### src/rtl/button_conditioner_pkg.sv
// Shared definitions for the button conditioner.
// - debounce_state_e : 2-bit encoding of the per-channel debounce FSM
// - NUM_BUTTONS      : number of player buttons handled by the block
// - lowest_press_code: maps a pulse vector to the 1-based index of its
//                      lowest set bit, or 0 when no bit is set
package button_conditioner_pkg;

  localparam int unsigned NUM_BUTTONS = 4;

  typedef enum logic [1:0] {
    ST_LOW      = 2'd0,
    ST_CHK_HIGH = 2'd1,
    ST_HIGH     = 2'd2,
    ST_CHK_LOW  = 2'd3
  } debounce_state_e;

  // Walk from the top bit down so that the lowest set bit is the last
  // one written and therefore wins.
  function automatic logic [2:0] lowest_press_code(input logic [NUM_BUTTONS-1:0] pulses);
    lowest_press_code = '0;
    for (int i = NUM_BUTTONS - 1; i >= 0; i--) begin
      if (pulses[i]) begin
        lowest_press_code = 3'(i + 1);
      end
    end
  endfunction

endpackage

### src/rtl/button_conditioner_debounce_channel.sv
// One button channel: 2-flop synchroniser, 4-state debounce FSM with a
// stability counter, registered debounced level and a one-cycle pulse on
// each accepted rising edge.
// Ports:
//   clk       - system clock
//   reset     - asynchronous, active-high
//   btn_raw   - raw asynchronous button input (active-high)
//   btn_level - debounced level
//   btn_pulse - one-cycle pulse in the first cycle btn_level reads 1
module debounce_channel
  import button_conditioner_pkg::*;
#(
  parameter int unsigned DEBOUNCE_CYCLES = 100_000
) (
  input  logic clk,
  input  logic reset,
  input  logic btn_raw,
  output logic btn_level,
  output logic btn_pulse
);

  localparam int unsigned CNT_W = $clog2(DEBOUNCE_CYCLES + 1);
  localparam logic [CNT_W-1:0] CNT_LAST = CNT_W'(DEBOUNCE_CYCLES - 1);
  localparam logic [CNT_W-1:0] CNT_ONE  = CNT_W'(1);

  logic            sync1_q, sync1_d;
  logic            sync2_q, sync2_d;
  debounce_state_e state_q, state_d;
  logic [CNT_W-1:0] cnt_q, cnt_d;
  logic            level_q, level_d;
  logic            pulse_q, pulse_d;

  logic s;
  assign s = sync2_q;

  // Next-state logic. The counter is cleared on every state change so it
  // only ever counts consecutive stable samples inside a CHK state and
  // never needs to wrap.
  always_comb begin
    sync1_d = btn_raw;
    sync2_d = sync1_q;
    state_d = state_q;
    cnt_d   = cnt_q;
    pulse_d = 1'b0;

    case (state_q)
      ST_LOW: begin
        if (s) begin
          state_d = ST_CHK_HIGH;
          cnt_d   = '0;
        end
      end
      ST_CHK_HIGH: begin
        if (!s) begin
          state_d = ST_LOW;
          cnt_d   = '0;
        end else if (cnt_q == CNT_LAST) begin
          state_d = ST_HIGH;
          cnt_d   = '0;
          pulse_d = 1'b1;
        end else begin
          cnt_d = cnt_q + CNT_ONE;
        end
      end
      ST_HIGH: begin
        if (!s) begin
          state_d = ST_CHK_LOW;
          cnt_d   = '0;
        end
      end
      ST_CHK_LOW: begin
        if (s) begin
          state_d = ST_HIGH;
          cnt_d   = '0;
        end else if (cnt_q == CNT_LAST) begin
          state_d = ST_LOW;
          cnt_d   = '0;
        end else begin
          cnt_d = cnt_q + CNT_ONE;
        end
      end
      default: begin
        state_d = ST_LOW;
        cnt_d   = '0;
      end
    endcase

    // Level follows the state being entered, so it is registered alongside
    // the pulse and both appear in the same cycle.
    level_d = (state_d == ST_HIGH) || (state_d == ST_CHK_LOW);
  end

  // State registers; reset abandons any check in progress.
  always_ff @(posedge clk or posedge reset) begin
    if (reset) begin
      sync1_q <= 1'b0;
      sync2_q <= 1'b0;
      state_q <= ST_LOW;
      cnt_q   <= '0;
      level_q <= 1'b0;
      pulse_q <= 1'b0;
    end else begin
      sync1_q <= sync1_d;
      sync2_q <= sync2_d;
      state_q <= state_d;
      cnt_q   <= cnt_d;
      level_q <= level_d;
      pulse_q <= pulse_d;
    end
  end

  assign btn_level = level_q;
  assign btn_pulse = pulse_q;

endmodule

### src/rtl/button_conditioner.sv
// Conditions the four raw player buttons for the reaction-game FSM.
// Ports:
//   clk         - system clock
//   reset       - asynchronous, active-high
//   btn_raw     - raw asynchronous buttons, bit 0 = button 1
//   btn_level   - debounced levels
//   btn_pulse   - one-cycle pulse per debounced rising edge
//   press_code  - 1..4 = lowest-index button pulsing this cycle, 0 = none
//   multi_press - two or more buttons pulsing in the same cycle
module button_conditioner
  import button_conditioner_pkg::*;
#(
  parameter int unsigned DEBOUNCE_CYCLES = 100_000
) (
  input  logic                   clk,
  input  logic                   reset,
  input  logic [NUM_BUTTONS-1:0] btn_raw,
  output logic [NUM_BUTTONS-1:0] btn_level,
  output logic [NUM_BUTTONS-1:0] btn_pulse,
  output logic [2:0]             press_code,
  output logic                   multi_press
);

  for (genvar i = 0; i < NUM_BUTTONS; i++) begin : g_chan
    debounce_channel #(
      .DEBOUNCE_CYCLES(DEBOUNCE_CYCLES)
    ) u_chan (
      .clk      (clk),
      .reset    (reset),
      .btn_raw  (btn_raw[i]),
      .btn_level(btn_level[i]),
      .btn_pulse(btn_pulse[i])
    );
  end

  // Clearing the lowest set bit leaves something only when at least two
  // bits were set, which gives popcount >= 2 without an adder tree.
  always_comb begin
    press_code  = lowest_press_code(btn_pulse);
    multi_press = |(btn_pulse & (btn_pulse - NUM_BUTTONS'(1)));
  end

endmodule

### config.mk
export PLATFORM = sky130hd
export DESIGN_NAME = button_conditioner
export DESIGN_NICKNAME = d
export VERILOG_FILES = /design/src/rtl/button_conditioner_pkg.sv /design/src/rtl/button_conditioner_debounce_channel.sv /design/src/rtl/button_conditioner.sv
export SDC_FILE = /design/constraint.sdc
export NUM_CORES = 1
export LEC_CHECK = 0
export ABC_AREA = 1
export CAP_MARGIN = 5
export CORE_MARGIN = 2
export CORE_UTILIZATION = 40
export DETAILED_ROUTE_END_ITERATION = 8
export REMOVE_ABC_BUFFERS = 1
export SETUP_SLACK_MARGIN = 0.05
export SYNTH_ARGS = -nofsm -noshare
export SYNTH_HDL_FRONTEND = slang
export SYNTH_SLANG_ARGS = --single-unit
### constraint.sdc
create_clock -name clk -period 8.35 [get_ports clk]
set_input_delay 2.0875 -clock clk [delete_from_list [all_inputs] [get_ports clk]]
set_output_delay 2.0875 -clock clk [all_outputs]
set_load 0.01 [all_outputs]
==> metrics.yaml, run 1 <==
yosysWarnings: 0
fin_crit_ps: 3770
drv_slew: 0
finalHoldViolations: 0
crit_slowest_cell: "clkdlybuf4s50_1"
critPathMaxFanout: 4
reg2reg_slack_ps: 6330
postCtsResizedCells: 0
drc: 0
timing.slew.headroom_pct: 38.9
leakage_nw: 2.59
core_mm2: 0.0125
cts.path.max_buffers: 2
portBuffers: 17
critPathKind: "flop to primary output"
grt_max_degree: 66
vias: 4141
die_x_um: 116
critPathLaunchType: "flop"
first_global_vias: 3890
clock_latency_ps: 350
nets: 685
setup_viol: 0
stdcell_area_mm2: 0.00563
synth_flop_cell: "dfrtp_1"
antenna_found_initial: 0
overflow: 0
synth.most_common_cell: "nand2_1"
skew_ps: 4.47
slowest_delay_ps: 540
grt_setup_unrepaired: "false"
r2r-end: "g_chan[3].u_chan.cnt_q[11]$_DFFE_PP0P_"
rows: 41
synth_common_cells: "nand2_1, dfrtp_1, inv_1, nor2_1, nand3_1"
synth_top_cell_by_area: "dfrtp_1"
period_share_pct: 45.1
setup-tns-final_ps: 0
cp-endpoint: "press_code[2]"
n_antenna_cell: 0
synth_edf_count: 0
grt_use_total_pct: 16.7
cts_made_buffers: 9
critPathRequiredTime_ps: 6260
crit_cells: 4
fmax_ghz: 0.265
synth_top_area_share_pct: 45.5
cp-startpoint: "g_chan[1].u_chan.btn_pulse$_DFF_PP0_"
clk_pin_slew_worst_paths_ps: 60
drt-wirelength-per-cell_um: 11.9
hp-class: "flop to flop"
hold_buffers: 0
crit_top_cell: "nor2_1"
start_util_pct: 40.6
tightestPinTransition_ps: 913
ios: 18
vias_per_cell: 4.86
clock-root-buffer: "clkbuf_16"
ant_nets: 0
cts_tree: "yes"
max-vdd-ir-drop_v: 0.000125
syn_avg_cell_area_um2: 7.69
place_area_mm2: 0.00536
grt_pass1_wl_um: 18000
gp_congestion: 0.854
post_cts_buffers: 0
fp.dieArea_mm2: 0.0136
status: "completed"
async_reset_ff_share_pct: 100
first_pass_iters: 4
r2r-start: "g_chan[3].u_chan.state_q[1]$_DFF_PP0_"
clkSinkCount: 92
cp_num_buf_inv: 1
worst_r2r_path_depth: 9
synthesis.area_mm2: 0.00506
dp_hpwl_um: 7370
drt-total-wl_um: 10200
arrival_ps: 1680
crit_family: "buffers and inverters"
final.fill_count: 1214
drtIter0Drc: 230
drive_above_1_share_pct: 9.85
cp-end-kind: "primary output"
worstHoldPathCells: 0
drv_cap: 0
area_growth_pct: 11.2
ys_seq_elements: 92
p_per_area_mw_per_mm2: 155
ys_top_cells_by_area: "dfrtp_1, nand2_1, inv_1"
cts-htree-levels: 3
syn_inst: 658
crit_chain: "nor2_1, nand2_1, nor2_1, clkdlybuf4s50_1"
fp.dieH_um: 116
ys_seq_area_share_pct: 45.5
synthDistinctLibCells: 38
[flip-flops by register name (all words and copies together), names as in the netlist]
register	count
g_chan.u_chan.btn_pulse	4
g_chan.u_chan.state_q	8
g_chan.u_chan.sync1_q	4
g_chan.u_chan.cnt_q	68
g_chan.u_chan.s	4
g_chan.u_chan.btn_level	4
[metal layers]
layer	vias up	global-route usage (%)	part of all wire, %
li1	2107	-	-
met1	1943	22.8	50
met2	80	26.4	45
met3	11	4.10	3.6
met4	0	5.24	1.4
met5	-	0	0
[final cells by class]
type | count | area [um^2] | share of cell area, %
clock buffer | 12 | 246 | 4.38
clock inverter | 4 | 25.0 | 0.445
timing repair buffer | 18 | 178 | 3.16
tap | 172 | 215 | 3.82
sequential | 92 | 2300 | 40.9
multi-input combinational | 456 | 2290 | 40.7
inverter | 98 | 372 | 6.60
[power by group]
part           internal, W  total (W)  switching (W)
clock             0.000209   0.000376       0.000167
sequential        0.000452   0.000458     0.00000617
combinational    0.0000100  0.0000397      0.0000297
[kinds of logic (layout without fill, tap and decap cells)]
logic type               after synthesis  count (layout)  share of synthesized area [%]
flip-flops                            92              92                           45.5
AO/OA/AOI/OAI                         59              59                           6.63
XOR/XNOR                              25              25                           4.33
adder cells (fa/ha/maj)                4               4                          0.989
buffers and inverters                110             132                           9.27
AND/OR/NAND/NOR                      368             368                           33.3
[worst register-to-register path, delay by kind of cell (launching register included)]
family	cells	cell delay, ps
AOI/OAI and AO/OA	1	70
DFF	1	350
and+or+nand+nor	6	1120
buffers and inverters	2	360
[cell usage in the layout, fill, tap and decap left out, drive strengths merged, types with 6 or more instances in the layout]
master,count
nor3,14
xnor2,6
clkdlybuf4s50,17
nand2,174
dfrtp,92
xor2,19
o21ai,30
clkbuf,12
nand3,45
a21oi,15
nor2,106
nand4,23
inv,97
[how the worst min path moves through the flow]
| stage | slack [ps] | to | startpoint |
|---|---|---|---|
| 2_1_floorplan | 330 | g_chan[0].u_chan.s$_DFF_PP0_ | g_chan[0].u_chan.sync1_q$_DFF_PP0_ |
| 5_1_grt | 370 | g_chan[2].u_chan.s$_DFF_PP0_ | g_chan[2].u_chan.sync1_q$_DFF_PP0_ |
| 4_1_cts | 360 | g_chan[2].u_chan.s$_DFF_PP0_ | g_chan[2].u_chan.sync1_q$_DFF_PP0_ |
| 3_5_place_dp | 340 | g_chan[2].u_chan.s$_DFF_PP0_ | g_chan[2].u_chan.sync1_q$_DFF_PP0_ |
| 3_3_place_gp | 340 | g_chan[2].u_chan.s$_DFF_PP0_ | g_chan[2].u_chan.sync1_q$_DFF_PP0_ |
| 6_report | 360 | g_chan[2].u_chan.s$_DFF_PP0_ | g_chan[2].u_chan.sync1_q$_DFF_PP0_ |
[per-stage QoR]
stage / hold WS (ps) / utilization (%) / worst slack (ps) / power, W / instances
after global routing: 370 / 45.1 / 4460 / 0.000913 / 852
after detailed placement: 343 / 43.0 / 4640 / 0.000507 / 836
after global placement: 337 / 43.0 / 4660 / 0.000506 / 836
final: 356 / 45.1 / 4580 / 0.000874 / 852
after floorplan: 331 / - / 3870 / 0.000493 / 646
after CTS: 358 / 45.1 / 4560 / 0.000889 / 852
Power figures use the tool's default switching activity.
==> inputs of run 2 (changes only) <==
Clock period 8.35 ns to 3.69 ns, I/O delays scaled along.
==> run 2 against run 1 <==
Net effect: sequential cell count unchanged; clock-buffer cell count decreased by 2; worst setup slack worse by 3500 ps; sequential power grew 130%; non-clock buffer count up 2; worst hold slack improved by 0.75 ps; via count shrank 1.9%; critical path depth grew 1; total power up 140%; utilization increased by 0.37 points; cell area rose by 0.82%; cell count rose by 0.23%.
==> metrics.yaml, run 2 (same netlist as run 1, synthesis figures left out) <==
status: "completed"  # unchanged
drc: 0  # unchanged
layout_common_cells: "nand2_1, dfrtp_1, inv_1, nor2_1, nand3_1"  # unchanged
cts_made_buffers: 9  # unchanged
worst_r2r_path_depth: 6  # was 9
critPathRequiredTime_ps: 2770  # was 6260 ps
skew_ps: 5.59  # was 4.47 ps
place_area_mm2: 0.00537  # was 0.00536 mm^2
first_global_vias: 3810  # was 3,890
stdcell_count: 854  # was 852
n_antenna_cell: 0  # unchanged
clock_latency_ps: 350  # about the same
drv_slew: 0  # unchanged
nets: 687  # was 685
final_common_cell: "nand2_1"  # unchanged
clock-root-buffer: "clkbuf_16"  # unchanged
critPathMaxFanout: 4  # unchanged
pwr-share-clk_pct: 45.3  # was 43.0%
p_per_area_mw_per_mm2: 364  # was 155 mW/mm^2
cts-htree-levels: 3  # unchanged
vias: 4061  # was 4,141
reg_top3: "g_chan.u_chan.cnt_q: 68 flops, g_chan.u_chan.state_q: 8 flops"  # unchanged
reg2reg_slack_ps: 2000  # was 6330 ps
final.fill_count: 1210  # was 1,214
regMostFlops: "g_chan.u_chan.cnt_q"  # unchanged
clkSinkCount: 92  # unchanged
drive_above_1_share_pct: 10.4  # was 9.85%
start_util_pct: 40.6  # unchanged
area_growth_pct: 12.1  # was 11.2%
portBuffers: 17  # unchanged
largest_reg_flops: 68  # unchanged
p_switching_w: 0.000474  # was 0.000203 W
critPathKind: "flop to primary output"  # unchanged
p_sw_share_pct: 23.0  # was 23.2%
ios: 18  # unchanged
drt-wirelength-per-cell_um: 11.7  # was 11.9 um
stdcell_area_mm2: 0.00567  # was 0.00563 mm^2
r2r-end: "g_chan[1].u_chan.cnt_q[5]$_DFFE_PP0P_"  # was g_chan[3].u_chan.cnt_q[11]$_DFFE_PP0P_
post_cts_buffers: 0  # unchanged
drt-total-wl_um: 10000  # was 10,200 um
timing.slew.headroom_pct: 59.4  # was 38.9%
fmax_ghz: 0.387
postCtsResizedCells: 0  # unchanged
antenna_found_initial: 0  # unchanged
drtIter0Drc: 211  # was 230
placed_cells: 838  # was 836
core_mm2: 0.0125  # unchanged
clk_pin_slew_worst_paths_ps: 60  # about the same
pwr-share-comb_pct: 4.5  # about the same
cts_tree: "yes"  # unchanged
max-vdd-ir-drop_v: 0.000209  # was 0.000125 V
min_from: "g_chan[2].u_chan.sync1_q$_DFF_PP0_"  # unchanged
first_pass_iters: 4  # unchanged
critPathLaunchType: "flop"  # unchanged
setup_viol: 0  # unchanged
finish.utilization_pct: 45.5  # was 45.1%
ant_nets: 0  # unchanged
finalHoldViolations: 0  # unchanged
r2r-start: "g_chan[1].u_chan.state_q[1]$_DFF_PP0_"  # was g_chan[3].u_chan.state_q[1]$_DFF_PP0_
dp_hpwl_um: 7250  # was 7370 um
period_share_pct: 70.0
arrival_ps: 1660  # was 1680 ps
drv_cap: 0  # unchanged
cp-end-kind: "primary output"  # unchanged
grt_pass1_wl_um: 17400  # was 18,000 um
hp-class: "flop to flop"  # unchanged
intPower_w: 0.00159  # was 0.000671 W
fp.dieArea_mm2: 0.0136  # unchanged
grt_setup_unrepaired: "false"  # unchanged
whs_endpoint: "g_chan[2].u_chan.s$_DFF_PP0_"  # unchanged
leakage_nw: 2.61  # was 2.59 nW
setup-tns-final_ps: 0  # unchanged
worstHoldPathCells: 0  # unchanged
gp_congestion: 0.865  # was 0.854
die_x_um: 116  # unchanged
grt_max_degree: 49  # was 66
cts.path.max_buffers: 2  # unchanged
hold_buffers: 0  # unchanged
rows: 41  # unchanged
overflow: 0  # unchanged
fin_crit_ps: 2580
vias_per_cell: 4.76  # was 4.86
tightestPinTransition_ps: 609  # was 913 ps
fp.dieH_um: 116  # unchanged
p_seq_share_pct: 50.2  # was 52.4%
grt_use_total_pct: 16.5  # was 16.7%
run 2: cell count changes in the layout (fill, tap and decap cells not counted):
cell	previous run	this run
clkbuf_1	2	0
clkinv_4	0	1
buf_4	1	3
bufinv_16	0	1
run 2: area by class of cell:
class	count	area, um^2	share of cell area (%)
clock buffers	10	239	4.21
clock inverters	6	63.8	1.12
inverters	98	372	6.55
multi-input cells	456	2290	40.4
flip-flops and latches	92	2300	40.6
well taps	172	215	3.79
repair buffers	20	193	3.40
run 2: power by group through the flow:
stage                     registers, W   logic, W  clock network [W]
after detailed placement       0.00105  0.0000954                  0
after CTS                      0.00103  0.0000958           0.000970
after global placement         0.00105  0.0000929                  0
final                          0.00104  0.0000926           0.000935
after global routing           0.00104   0.000106            0.00101
after floorplan                0.00105  0.0000639                  0
run 2: layer usage:
layer	track usage, %	up-vias	share of wire (%)
met2	25.0	46	44
li1	-	2114	-
met4	7.86	0	2.2
met5	0	-	0
met1	23.3	1889	52
met3	2.49	12	2.1
run 2: how the worst max path moves through the flow:
stage | slack [ps] | startpoint | end
4_1_cts | 1070 | g_chan[1].u_chan.btn_pulse$_DFF_PP0_ | press_code[2]
2_1_floorplan | 380 | reset | g_chan[0].u_chan.btn_level$_DFF_PP0_
3_5_place_dp | 1450 | g_chan[1].u_chan.btn_pulse$_DFF_PP0_ | press_code[2]
5_1_grt | 970 | g_chan[1].u_chan.btn_pulse$_DFF_PP0_ | multi_press
3_3_place_gp | 1490 | g_chan[1].u_chan.btn_pulse$_DFF_PP0_ | press_code[2]
6_report | 1110 | g_chan[1].u_chan.btn_pulse$_DFF_PP0_ | multi_press
run 2: worst max-delay path, cell delays in order (launching register included):
cell             delay, ps
dfrtp_1                420
nor2_1                 180
nand2_1                 90
nand2_1                 60
o211ai_1                80
clkdlybuf4s50_1        490
run 2: metrics by stage:
step	setup WS [ps]	hold WS, ps	power (W)
5_1_grt	971	361	0.00215
2_1_floorplan	376	331	0.00112
3_3_place_gp	1490	333	0.00115
4_1_cts	1070	357	0.00210
3_5_place_dp	1450	336	0.00115
6_report	1110	356	0.00206
==> inputs of run 3 (changes only) <==
Clock period 3.69 ns to 2.25 ns, I/O delays scaled along.
==> run 3 against run 2 <==
Net effect: non-clock buffer count unchanged; clock-buffer cell count shrank 1; worst setup slack got worse by 920 ps; wire length rose by 0.28%; clock power up 56%; sequential share of layout area hardly changed; cell area about the same; largest power group unchanged; highest routed layer unchanged.
==> metrics.yaml, run 3 (same netlist as run 1, synthesis figures left out) <==
status: "completed"  # unchanged
cts_tree: "yes"  # unchanged
largest_reg_flops: 68  # unchanged
period_share_pct: 91.5
n_antenna_cell: 0  # unchanged
area_growth_pct: 12.1  # about the same
fin_crit_ps: 2060
fp.dieH_um: 116  # unchanged
core_mm2: 0.0125  # unchanged
critPathMaxFanout: 4  # unchanged
fmax_ghz: 0.486
ios: 18  # unchanged
cp-end-kind: "primary output"  # unchanged
first_pass_iters: 6  # was 4
grt_pass1_wl_um: 18000  # was 17,400 um
final_common_cell: "nand2_1"  # unchanged
grt_use_total_pct: 16.6  # was 16.5%
clk_pin_slew_worst_paths_ps: 70  # was 60 ps
place_area_mm2: 0.00538  # was 0.00537 mm^2
layout_common_cells: "nand2_1, dfrtp_1, inv_1, nor2_1, nand3_1"  # unchanged
ant_nets: 0  # unchanged
drt-wirelength-per-cell_um: 11.8  # was 11.7 um
crit_family: "buffers and inverters"  # unchanged
gp_congestion: 0.861  # was 0.865
hp-class: "flop to flop"  # unchanged
clock-root-buffer: "clkbuf_16"  # unchanged
die_x_um: 116  # unchanged
hold_buffers: 0  # unchanged
critPathKind: "flop to primary output"  # unchanged
nets: 687  # unchanged
vias: 4103  # was 4,061
finalHoldViolations: 0  # unchanged
drv_slew: 0  # unchanged
placed_cells: 838  # unchanged
timing.slew.headroom_pct: 69.4  # was 59.4%
stdcell_area_mm2: 0.00567  # about the same
drc: 0  # unchanged
tightestPinTransition_ps: 458  # was 609 ps
clock_latency_ps: 340  # was 350 ps
critPathRequiredTime_ps: 1690  # was 2770 ps
fp.dieArea_mm2: 0.0136  # unchanged
crit_chain: "o21ai_0, clkdlybuf4s50_1"  # was nor2_1, nand2_1, nand2_1, o211ai_1, clkdlybuf4s50_1
first_global_vias: 3968  # was 3,810
grt_max_degree: 67  # was 49
setup_viol: 0  # unchanged
portBuffers: 17  # unchanged
drtIter0Drc: 194  # was 211
rows: 41  # unchanged
clkSinkCount: 92  # unchanged
stdcell_count: 854  # unchanged
post_cts_buffers: 0  # unchanged
skew_ps: 5.43  # was 5.59 ps
dp_hpwl_um: 7400  # was 7250 um
crit_slowest_cell: "clkdlybuf4s50_1"  # unchanged
arrival_ps: 1500  # was 1660 ps
slowest_delay_ps: 560  # was 490 ps
leakage_nw: 2.63  # was 2.61 nW
start_util_pct: 40.6  # unchanged
final.fill_count: 1210  # unchanged
cts_made_buffers: 9  # unchanged
cp_num_buf_inv: 1  # unchanged
antenna_found_initial: 0  # unchanged
p_per_area_mw_per_mm2: 583  # was 364 mW/mm^2
drv_cap: 0  # unchanged
reg_top3: "g_chan.u_chan.cnt_q: 68 flops, g_chan.u_chan.state_q: 8 flops"  # unchanged
regMostFlops: "g_chan.u_chan.cnt_q"  # unchanged
critPathLaunchType: "flop"  # unchanged
vias_per_cell: 4.80  # was 4.76
drt-total-wl_um: 10000  # about the same
max-vdd-ir-drop_v: 0.000416  # was 0.000209 V
grt_setup_unrepaired: "false"  # unchanged
overflow: 0  # unchanged
cts-htree-levels: 3  # unchanged
cts.path.max_buffers: 2  # unchanged
drive_above_1_share_pct: 10.6  # was 10.4%
==> run 3: changes by cell type in the layout (fill, tap and decap cells not counted), sizes merged <==
| cell | previous run | this run |
|---|---|---|
| clkbuf | 10 | 9 |
| clkinv | 4 | 2 |
| bufinv | 1 | 0 |
| dlymetal6s2s | 0 | 1 |
| dlygate4sd2 | 0 | 1 |
| clkdlybuf4s50 | 17 | 15 |
| clkinvlp | 2 | 3 |
| inv | 97 | 100 |
==> run 3: stage by stage <==
| stage | worst slack, ps | hold slack [ps] | setup TNS, ps | utilization (%) | power (W) |
|---|---|---|---|---|---|
| finish | 190 | 351 | 0 | 45.5 | 0.00331 |
| global route | 115 | 360 | 0 | 45.5 | 0.00344 |
| CTS | 66.9 | 353 | 0 | 45.5 | 0.00335 |
| detailed placement | 368 | 337 | 0 | 43.2 | 0.00189 |
| global placement | 424 | 335 | 0 | 43.2 | 0.00188 |
| floorplan | -704 | 331 | -64810 | - | 0.00183 |
==> run 3: what timing repair did <==
action	in CTS	in global routing
gates cloned	0	0
pin swaps	0	0
endpoints found under the setup margin	2	1
gates resized for setup	2	1
==> run 3: power breakdown <==
group	leakage [nW]	internal [W]	switching, W
registers	1.25	0.00168	0.0000205
logic	1.25	0.0000422	0.000111
clock network	0.131	0.000767	0.000689
==> run 3: per-layer routing <==
layer | global-route usage, % | up-vias | routed length (um)
met5 | 0 | - | 0
met4 | 5.63 | 0 | 121
met3 | 3.63 | 11 | 380
met2 | 26.4 | 58 | 4590
met1 | 22.7 | 1920 | 4950
li1 | - | 2114 | -
==> run 3: layout make-up <==
| class | count | area, um^2 | share of cell area, % |
|---|---|---|---|
| tap | 172 | 215 | 3.79 |
| clock buffer | 9 | 225 | 3.97 |
| clock inverter | 7 | 60.1 | 1.06 |
| multi-input combinational | 456 | 2290 | 40.4 |
| inverter | 98 | 372 | 6.55 |
| sequential | 92 | 2300 | 40.6 |
| timing repair buffer | 20 | 206 | 3.64 |
==> run 3: worst paths after layout <==
kind                                                            start                                      to  slack, ps  cells past startpoint
worst min-delay path               g_chan[3].u_chan.sync1_q$_DFF_PP0_            g_chan[3].u_chan.s$_DFF_PP0_        350                      0
max in group asynchronous                                       reset  g_chan[0].u_chan.cnt_q[13]$_DFFE_PP0P_       1350                      3
min in group asynchronous                                       reset            g_chan[2].u_chan.s$_DFF_PP0_        610                      3
worst max-delay path             g_chan[1].u_chan.btn_pulse$_DFF_PP0_                           press_code[0]        190                      2
worst min register to register     g_chan[3].u_chan.sync1_q$_DFF_PP0_            g_chan[3].u_chan.s$_DFF_PP0_        350                      0
worst max register to register  g_chan[1].u_chan.state_q[1]$_DFF_PP0_   g_chan[1].u_chan.cnt_q[5]$_DFFE_PP0P_        560                      6
